$ cat src/rtl/counter_mod.sv
// Parametrised modulo-MODULUS up/down counter with load, terminal-count pulse and sticky overflow.
// Define COUNTER_MOD_SATURATE_EN to saturate at the limits instead of wrapping.
module counter_mod #(
  parameter int WIDTH   = 13,
  parameter int MODULUS = 8192
) (
  input  logic             clock,
  input  logic             reset,
  input  logic             enable,
  input  logic             up_down,
  input  logic             load,
  input  logic [WIDTH-1:0] load_value,
  input  logic             clear_ovf,
  output logic [WIDTH-1:0] count,
  output logic             tc,
  output logic             ovf
);

  localparam longint MOD_L   = longint'(MODULUS);
  localparam longint RANGE_L = longint'(1) << WIDTH;

  if (WIDTH < 1 || MOD_L < 2 || MOD_L > RANGE_L) begin : g_bad_params
    $error("counter_mod: MODULUS must satisfy 2 <= MODULUS <= 2**WIDTH");
  end

  // Terminal value; all-ones when MODULUS == 2**WIDTH, so no WIDTH+1 carry is needed.
  localparam logic [WIDTH-1:0] MAX_VAL = WIDTH'(MODULUS - 1);

  logic [WIDTH-1:0] count_next;
  logic             hit;

  always_comb begin
    count_next = count;
    hit        = 1'b0;
    if (load) begin
      count_next = (load_value > MAX_VAL) ? MAX_VAL : load_value;
    end else if (enable) begin
      if (up_down) begin
        if (count == MAX_VAL) begin
          hit = 1'b1;
`ifdef COUNTER_MOD_SATURATE_EN
          count_next = MAX_VAL;
`else
          count_next = '0;
`endif
        end else begin
          count_next = count + 1'b1;
        end
      end else begin
        if (count == '0) begin
          hit = 1'b1;
`ifdef COUNTER_MOD_SATURATE_EN
          count_next = '0;
`else
          count_next = MAX_VAL;
`endif
        end else begin
          count_next = count - 1'b1;
        end
      end
    end
  end

  // A wrap/limit event on the same edge as clear_ovf leaves the flag set.
  always_ff @(negedge clock) begin
    if (reset) begin
      count <= '0;
      tc    <= 1'b0;
      ovf   <= 1'b0;
    end else begin
      count <= count_next;
      tc    <= hit;
      ovf   <= hit | (ovf & ~clear_ovf);
    end
  end

endmodule

$ cat config.mk
export PLATFORM = sky130hd
export DESIGN_NAME = counter_mod
export DESIGN_NICKNAME = d
export VERILOG_FILES = /design/src/rtl/counter_mod.sv
export SDC_FILE = /design/constraint.sdc
export NUM_CORES = 1
export LEC_CHECK = 0
export BUFFER_PORTS_ARGS = -buffer_cell sky130_fd_sc_hd__clkbuf_2
export CAP_MARGIN = 20
export CORE_MARGIN = 2
export CORE_UTILIZATION = 40
export CTS_CLUSTER_DIAMETER = 200
export DETAILED_ROUTE_END_ITERATION = 7
export PLACE_DENSITY = 0.75
export SYNTH_ARGS = -nofsm -noshare
export SYNTH_HDL_FRONTEND = slang
export SYNTH_SLANG_ARGS = --single-unit
$ cat constraint.sdc
create_clock -name clock -period 1.7 [get_ports clock]
set_input_delay 0.085 -clock clock [delete_from_list [all_inputs] [get_ports clock]]
set_output_delay 0.085 -clock clock [all_outputs]
set_load 0.005 [all_outputs]
==> impl_metrics.py, run 1 <==
metrics = {
    "power": {
        "p_clk_frac": 0.324,
        "switchingPower_uw": 656.7,
        "p_leak_uw": 0.001142,
        "power_frac_comb": 0.432,
        "p_sw_frac": 0.3838,
        "ir_worst_vdd_v": 0.0004448,
        "power.total_uw": 1711,
        "power.density_nw_per_um2": 715.9,
        "p_seq_frac": 0.245,
        "p_int_uw": 1054,
    },
    "min_path": {
        "whs_path_depth": 2,
        "hold_path_end": "ovf",
        "hold_path_class": "reg -> reg",
        "hold_start": "ovf",
    },
    "layout": {
        "final_area_sq_um": 2390,
        "fin_util": 0.7828,
        "num_antenna_cells": 0,
        "drive_gt1_frac": 0.5673,
        "final_net_count": 297,
        "fillers": 198,
        "area_delta_synth_final_pct": 86.52,
    },
    "place": {
        "placed_area_sq_um": 1818,
        "portBuffers": 33,
        "gp_congestion": 0.8622,
        "hpwl_microns": 3217,
    },
    "die": {
        "coreArea_sq_um": 3053,
        "rows": 20,
        "die_y_microns": 60.60,
        "ioPinCount": 34,
        "dieArea_sq_um": 3672,
        "start_util": 0.4197,
        "dieWidth_microns": 60.60,
    },
    "synthesis": {
        "synth_seq_cells": 15,
        "yosysSeqAreaShare": 0.2344,
        "yosys_warnings": 0,
        "syn-cell-area_sq_um": 1281,
        "synth.distinct_cells": 48,
        "avgSynthCellArea_sq_um": 7.626,
        "ys.flop_type": "dfxtp_1",
        "syn_inst": 168,
        "synthesis.nets": 189,
        "synth-async-reset-ratio": 0,
        "synth-edff-count": 0,
    },
    "critical_path": {
        "r2r_end": "count[7]",
        "rrSetupSlack_ps": -230,
        "worstRegToRegCells": 6,
        "cp-end-kind": "register",
        "critPathRequiredTime_ps": 2830,
        "crit_arrival_ps": 3060,
        "cp-start-kind": "register",
        "criticalPathCategory": "reg -> reg",
        "worstReg2RegStart": "count[0]",
        "path_max_fanout": 4,
    },
    "drt": {
        "wl_microns": 6236,
        "dr_total_vias": 1915,
        "drtIter0Drc": 284,
        "routed_via_density": 6.003,
        "ant_nets": 0,
        "drtPass1Iterations": 4,
        "post_drt_wl_per_cell_microns": 19.55,
        "drc": 0,
    },
    "sta": {
        "hold_ws_ps": 490.6,
        "fin_crit_sh": 1.136,
        "skew_ps": 20.35,
        "tightest_slew_ps": 451.5,
        "maxSlewViolCount": 0,
        "fin_ws_ps": -230.6,
        "slew_headroom": 0.6957,
        "grt_setup_unrepaired": "true",
        "fmax_ghz": 0.5180,
        "timing_hold_violations_final": 0,
        "period_needed_ps": 1931,
        "setup_viol_count_final": 30,
        "setup_tns_ps": -4337,
    },
    "clock_tree": {
        "cts_buffer_depth": 2,
        "cts_tree": "yes",
        "ctsHoldBuffers": 0,
        "cts-htree-levels": 1,
        "root_buffer": "clkbuf_4",
        "clk_pin_slew_worst_paths_ps": 50,
        "insertion_delay_ps": 390,
        "cts_buffers": 3,
        "cts.sinks": 15,
    },
    "status": {
        "violations": "negative setup slack",
        "status": "complete, but fails checks",
    },
    "run": {
        "drv_cap": 0,
    },
    "global_route": {
        "grt_max_degree": 12,
        "overflow": 0,
        "grt_use_total": 0.3385,
        "grt_pass1_wl_microns": 9101,
        "first_global_vias": 1950,
        "antenna_found_initial": 0,
    },
}
==> area by class of cell <==
type                       instances  area [sq um]  area share
clock inverter                    16         86.33     0.03613
inverter                           7         36.28     0.01518
timing repair buffer             103         812.0      0.3398
sequential                        15         332.8      0.1393
multi-input combinational        131          1045      0.4372
tap                               44         55.05     0.02304
clock buffer                       3         22.52    0.009424
==> how the worst max path moves through the flow <==
stage / from / end / slack, ps / depth (start not counted)
floorplan: up_down / count[12] / -190 / 6
global placement: up_down / count[12] / -360 / 5
detailed placement: up_down / count[10] / -420 / 4
CTS: count[0] / count[0] / -180 / 2
global route: count[0] / count[7] / -250 / 6
finish: count[0] / count[7] / -230 / 6
==> power groups by stage <==
stage                     registers (uW)  logic (uW)  clock network, uW
after global routing                 420         775                611
after global placement               417         480               57.7
after CTS                            413         628                542
after detailed placement             418         491               57.7
final                                419         739                554
after floorplan                      417         294               57.7
==> critical path: stages (launching register included) <==
cell	delay, ps
dfxtp_4	360
buf_6	120
or4_4	580
nor4_4	180
xnor2_1	180
o221ai_1	180
a22o_1	210
==> metrics by stage <==
stage               setup slack, ps  instances
CTS                          -178.9        315
floorplan                    -190.2        168
global route                 -250.1        319
global placement             -360.1        280
detailed placement           -416.2        280
finish                       -230.6        319
==> flip-flops by register name, summed over array words and instances, names as in the netlist <==
name,count
count,13
ovf,1
tc,1
==> Yosys cell counts, types with 3 or more instances <==
library cell	number	area (sq um)
clkbuf_1	3	11.26
buf_2	3	15.01
and3_1	3	18.77
nand4_1	3	18.77
nor4_1	3	18.77
xnor2_1	7	61.31
nor3_1	9	45.04
xor2_1	4	35.03
o21ai_0	9	45.04
a211oi_1	3	22.52
or3_1	3	18.77
inv_1	8	30.03
a21oi_1	11	55.05
dfxtp_1	15	300.3
nor2_1	14	52.55
nand3_1	7	35.03
buf_6	5	56.30
nand2_1	15	56.30
==> what timing repair did <==
action | 4_1_cts | 5_1_grt
pin swaps | 11 | 12
setup buffers | 17 | 5
endpoints found under the hold margin | 0 | 0
setup endpoints to repair | 30 | 30
gates resized for setup | 55 | 27
==> layer usage <==
layer	wire [microns]	global-route usage
met1	2240	0.3721
met2	3086	0.5714
met3	523	0.09168
met4	385	0.2205
met5	0	0
==> cells in the final DEF, fill, tap and decap left out, types with 3 or more instances in the layout <==
cell type  count
dfxtp_4        6
buf_4         51
clkbuf_2      24
xor2_1         4
nand3_1        5
buf_6         27
dfxtp_2        8
o21ai_0        4
clkbuf_4       3
nor3_1         6
nor3_4         5
nand4_1        3
xnor2_1        6
inv_1         19
nor2_1        13
a21oi_2        3
a211oi_1       3
o21ai_1        4
a221oi_2       3
and3_1         3
a21oi_1        7
nand2_1       14
==> cells by family after synthesis <==
kind of cell	Yosys count	synth area share
AND/OR/NAND/NOR	69	0.2900
AO/OA/AOI/OAI	47	0.2588
buffers and inverters	22	0.1064
flip-flops	15	0.2344
XOR/XNOR	11	0.07519
multiplexers	2	0.01563
adder cells (fa/ha/maj)	2	0.01953
(Power assumes the default switching activity.)
==> run 2: changes to the inputs <==
Settings changed: ABC_AREA set to 1, PLACE_DENSITY 0.75 to unset.
==> impl_metrics.py, run 2 <==
metrics = {
    "layout": {
        "largest_register_ffs": 13,
        "multi_input_area_sq_um": 1008,
        "final_net_count": 354,
        "final_common_cell": "nand2_1",
        "final_area_sq_um": 2098,
        "area_delta_synth_final_pct": 46.72,
        "fillers": 353,
        "most-common-layout-cells": "nand2_1, inv_1, buf_4, nor2_1, clkbuf_2",
        "seq_area_sq_um": 340.3,
        "top_register": "count",
        "drive_gt1_frac": 0.3524,
        "reg_top3": "count (13), ovf (1), tc (1)",
        "num_antenna_cells": 0,
        "finalNonFillerCells": 378,
    },
    "critical_path": {
        "crit_arrival_ps": 1690,
        "cp-end-kind": "primary output",
        "crit_family": "flip-flops",
        "cp-start-kind": "register",
        "cp_slowest_cell": "dfxtp_4",
        "crit_chain": "buf_6",
        "critPathBufInv": 1,
        "criticalPathCategory": "reg -> out",
        "path_max_fanout": 2,
        "critPathMaxStageDelay_ps": 350,
        "critPathRequiredTime_ps": 1620,
    },
    "drt": {
        "drtPass1Iterations": 4,
        "routed_via_density": 4.833,
        "wl_microns": 4450,
        "ant_nets": 0,
        "drc": 0,
        "dr_total_vias": 1827,
        "post_drt_wl_per_cell_microns": 11.77,
        "drtIter0Drc": 87,
    },
    "synthesis": {
        "synth.distinct_cells": 27,
        "synth_compound_area_frac": 0.1330,
        "yosysSeqAreaShare": 0.2100,
        "synth_fa_ha_area_frac": 0.01750,
        "syn_inst": 253,
        "ys.flop_type": "dfxtp_1",
        "avgSynthCellArea_sq_um": 5.653,
        "yosys.area_share.simple": 0.4768,
        "synth_top_cells_by_area": "dfxtp_1, nand2_1, nor2_1",
        "synth-async-reset-ratio": 0,
        "yosys_warnings": 0,
        "synth-edff-count": 0,
        "yosys.area.top_type": "dfxtp_1",
        "synth_top_family_by_area": "simple AND/OR/NAND/NOR gates",
        "synth.area.mux_share": 0,
        "synthesis.nets": 274,
        "syn-cell-area_sq_um": 1430,
        "synth_common_cells": "nand2_1, nor2_1, inv_1, nand3_1",
        "synth_top_area_frac": 0.2100,
        "synthXorXnorAreaFrac": 0.02450,
        "synth_seq_cells": 15,
        "synth_most_common_cell": "nand2_1",
    },
    "die": {
        "rows": 21,
        "coreArea_sq_um": 3390,
        "dieWidth_microns": 63.80,
        "dieArea_sq_um": 4070,
        "die_y_microns": 63.80,
        "ioPinCount": 34,
        "start_util": 0.4219,
    },
    "sta": {
        "maxSlewViolCount": 0,
        "fin_ws_ps": -71.94,
        "timing_hold_violations_final": 0,
        "setup_tns_ps": -421.6,
        "slew_headroom": 0.8412,
        "setup_viol_count_final": 14,
        "skew_ps": 33.97,
        "grt_setup_unrepaired": "true",
        "tightest_slew_ps": 236.3,
    },
    "global_route": {
        "grt_pass1_wl_microns": 7369,
        "overflow": 0,
        "first_global_vias": 1667,
        "antenna_found_initial": 0,
        "grt_use_total": 0.2273,
        "grt_max_degree": 16,
    },
    "power": {
        "power_frac_comb": 0.420,
        "p_leak_uw": 0.001126,
        "ir_worst_vdd_v": 0.0004395,
        "p_sw_frac": 0.4228,
        "p_clk_frac": 0.274,
        "switchingPower_uw": 553.4,
        "p_seq_frac": 0.306,
        "p_int_uw": 755.6,
        "power.density_nw_per_um2": 623.8,
    },
    "clock_tree": {
        "cts.sinks": 15,
        "cts_buffer_depth": 2,
        "cts-htree-levels": 1,
        "clk_pin_slew_worst_paths_ps": 50,
        "cts_tree": "yes",
        "cts_buffers": 3,
        "insertion_delay_ps": 380,
        "root_buffer": "clkbuf_4",
    },
    "place": {
        "hpwl_microns": 3213,
        "portBuffers": 33,
        "placed_area_sq_um": 1785,
        "gp_congestion": 0.8924,
        "dp_cells": 347,
    },
    "status": {
        "status": "complete, but fails checks",
        "violations": "negative setup slack",
    },
    "min_path": {
        "hold_path_class": "reg -> reg",
    },
    "run": {
        "drv_cap": 0,
    },
}
==> run 2: cell types whose count changed after synthesis, moves of 5 or more <==
cell / previous run / this run
nor3_1: 9 / 2
nor2_2: 0 / 5
nand2_1: 15 / 76
nand3_1: 7 / 27
xnor2_1: 7 / 0
nor2_1: 14 / 37
inv_1: 8 / 29
o21ai_0: 9 / 15
==> run 2: final timing paths <==
| check | slack, ps | to | depth (start not counted) | start |
|---|---|---|---|---|
| max reg2reg | 70 | count[8] | 11 | count[7] |
| min | 610 | ovf | 3 | ovf |
| max | -70 | count[7] | 1 | count[7] |
| min reg2reg | 610 | ovf | 3 | ovf |
==> run 2: worst reg2reg max path, cell delays in order (launching register included) <==
cell	delay, ps
dfxtp_4	350
buf_4	140
buf_4	140
nor2_1	110
nand2_2	130
nor2_4	160
buf_4	130
a21oi_1	50
o21ai_0	70
nand2_1	70
a21oi_1	120
nor2_1	40
==> run 2: area by class of cell <==
type | count | share of cell area
Tap cell | 46 | 0.02743
Multi-Input combinational cell | 198 | 0.4806
Timing Repair Buffer | 71 | 0.2385
Inverter | 29 | 0.05188
Clock buffer | 3 | 0.01073
Sequential cell | 15 | 0.1622
Clock inverter | 16 | 0.02862
==> run 2: kinds of logic (layout without fill, tap and decap cells) <==
logic type	count (synthesis)	after routing
buf+inv	40	119
flops	15	15
compound gates	35	35
xor+xnor	4	4
fa+ha+maj	2	2
simple gates	157	157
==> run 2: through the flow <==
stage | utilization | total power (uW) | hold WS [ps] | worst slack (ps)
finish | 0.6190 | 1309 | 605.1 | -71.94
global route | 0.6190 | 1418 | 622.5 | -87.46
CTS | 0.5840 | 1256 | 501.0 | -65.90
detailed placement | 0.5268 | 919.0 | 476.5 | -77.58
global placement | 0.5268 | 917.4 | 468.6 | -31.41
floorplan | - | 765.0 | 469.6 | 5.837
==> run 2: metal layers <==
metal,global-route usage,vias up,share of wire
li1,-,961,-
met1,0.3231,780,0.48
met2,0.3242,76,0.43
met3,0.06162,10,0.078
met4,0.08696,0,0.012
met5,0,-,0
==> run 2: repair_timing <==
action / CTS / global route
hold buffers: 0 / 0
endpoints found under the setup margin: 15 / 26
buffers inserted: 12 / 3
resized for setup: 23 / 28
pin swaps: 0 / 4
==> run 2: power groups by stage <==
stage                     sequential [uW]  combinational, uW  clock, uW
final                                 401                550        358
after global routing                  403                612        402
after CTS                             398                492        365
after detailed placement              425                437       57.7
after global placement                424                436       57.7
after floorplan                       417                290       57.7
==> run 3: changes to the inputs <==
Settings changed: PLACE_DENSITY set to 0.77.
==> impl_metrics.py, run 3 (synthesis gave the netlist of run 2 again) <==
metrics = {
    "global_route": {
        "antenna_found_initial": 0,
        "grt_pass1_wl_microns": 7486,
        "grt_max_degree": 16,
        "first_global_vias": 1754,
        "grt_use_total": 0.2283,
        "overflow": 0,
    },
    "place": {
        "hpwl_microns": 3104,
        "gp_congestion": 0.9192,
        "dp_cells": 346,
        "portBuffers": 33,
        "placed_area_sq_um": 1778,
        "dp_slack_ps": -48.51,
    },
    "drt": {
        "drtPass1Iterations": 4,
        "drc": 0,
        "dr_total_vias": 1928,
        "post_drt_wl_per_cell_microns": 12.14,
        "routed_via_density": 5.087,
        "wl_microns": 4601,
        "ant_nets": 0,
        "drtIter0Drc": 113,
    },
    "layout": {
        "most-common-layout-cells": "nand2_1, inv_1, buf_4, nor2_1, clkbuf_2",
        "num_antenna_cells": 0,
        "drive_gt1_frac": 0.3634,
        "final_common_cell": "nand2_1",
        "area_delta_synth_final_pct": 48.64,
        "finalNonFillerCells": 379,
        "fin_util": 0.6272,
        "reg_top3": "count (13), ovf (1), tc (1)",
        "top_register": "count",
        "final_area_sq_um": 2126,
        "largest_register_ffs": 13,
        "final_net_count": 355,
    },
    "sta": {
        "slew_headroom": 0.8433,
        "grt_setup_unrepaired": "true",
        "tightest_slew_ps": 233.2,
        "fin_ws_ps": -127.1,
        "timing_hold_violations_final": 0,
        "maxSlewViolCount": 0,
        "skew_ps": 19.75,
        "setup_viol_count_final": 15,
    },
    "clock_tree": {
        "cts_buffer_depth": 2,
        "cts_buffers": 3,
        "clk_pin_slew_worst_paths_ps": 50,
        "cts-htree-levels": 1,
        "ctsHoldBuffers": 0,
        "cts_tree": "yes",
        "insertion_delay_ps": 370,
        "cts.sinks": 15,
        "root_buffer": "clkbuf_4",
    },
    "critical_path": {
        "crit_arrival_ps": 1740,
        "path_max_fanout": 2,
        "cp-end-kind": "primary output",
        "cp-start-kind": "register",
        "criticalPathCategory": "reg -> out",
        "critPathRequiredTime_ps": 1620,
    },
    "die": {
        "dieWidth_microns": 63.80,
        "coreArea_sq_um": 3390,
        "rows": 21,
        "ioPinCount": 34,
        "start_util": 0.4219,
        "dieArea_sq_um": 4070,
        "die_y_microns": 63.80,
    },
    "run": {
        "drv_cap": 0,
    },
    "power": {
        "power.density_nw_per_um2": 626.7,
        "p_leak_uw": 0.001139,
        "ir_worst_vdd_v": 0.0004813,
        "power.total_uw": 1332,
    },
    "min_path": {
        "hold_path_class": "reg -> reg",
    },
    "status": {
        "violations": "negative setup slack",
        "status": "complete, but fails checks",
    },
}
==> run 3: changes by cell type in the layout (fill, tap and decap cells not counted), moves of 2 or more <==
cell / before / now
buf_6: 4 / 6
nor2_2: 5 / 7
o21ai_0: 10 / 13
o21ai_1: 5 / 2
==> run 3: metrics by stage <==
stage / TNS (ps) / hold slack, ps
after global placement: -32.35 / 467.5
after detailed placement: -83.97 / 474.9
after global routing: -1108 / 488.8
after floorplan: 0 / 469.6
final: -566.5 / 472.9
after CTS: -685.8 / 475.6
==> run 3: layer usage <==
metal,up-vias,wire [microns],GRT usage
met4,0,65,0.1033
met3,8,439,0.04930
met5,-,0,0
met1,857,1924,0.3061
li1,963,-,-
met2,100,2170,0.3490
==> run 3: worst paths after layout <==
check            from   endpoint  slack [ps]  depth (start not counted)
max          count[0]   count[0]        -130                          2
min               ovf        ovf         470                          2
max reg2reg  count[0]  count[12]          60                         13
min reg2reg       ovf        ovf         470                          2
==> run 3: final cells by class <==
type	instances	area (sq um)
fill	291	1264
clock buffer	3	22.52
inverter	29	108.9
timing repair buffer	72	515.5
sequential	15	341.6
multi-input combinational	198	1020
tap	46	57.56
clock inverter	16	60.06
==> run 3: repair_timing <==
action,CTS,global route
setup endpoints to repair,15,29
buffers inserted,13,2
resized for setup,26,28
pin swaps,0,8
==> run 3: power breakdown <==
group	switching [uW]	internal, uW	total [uW]
clock network	231	131	363
logic	317	256	572
registers	17.7	380	397
total	566	767	1330
==> run 3: critical path, stage by stage (launching register included) <==
cell      delay, ps
dfxtp_4         330
buf_6           110
clkbuf_2        100
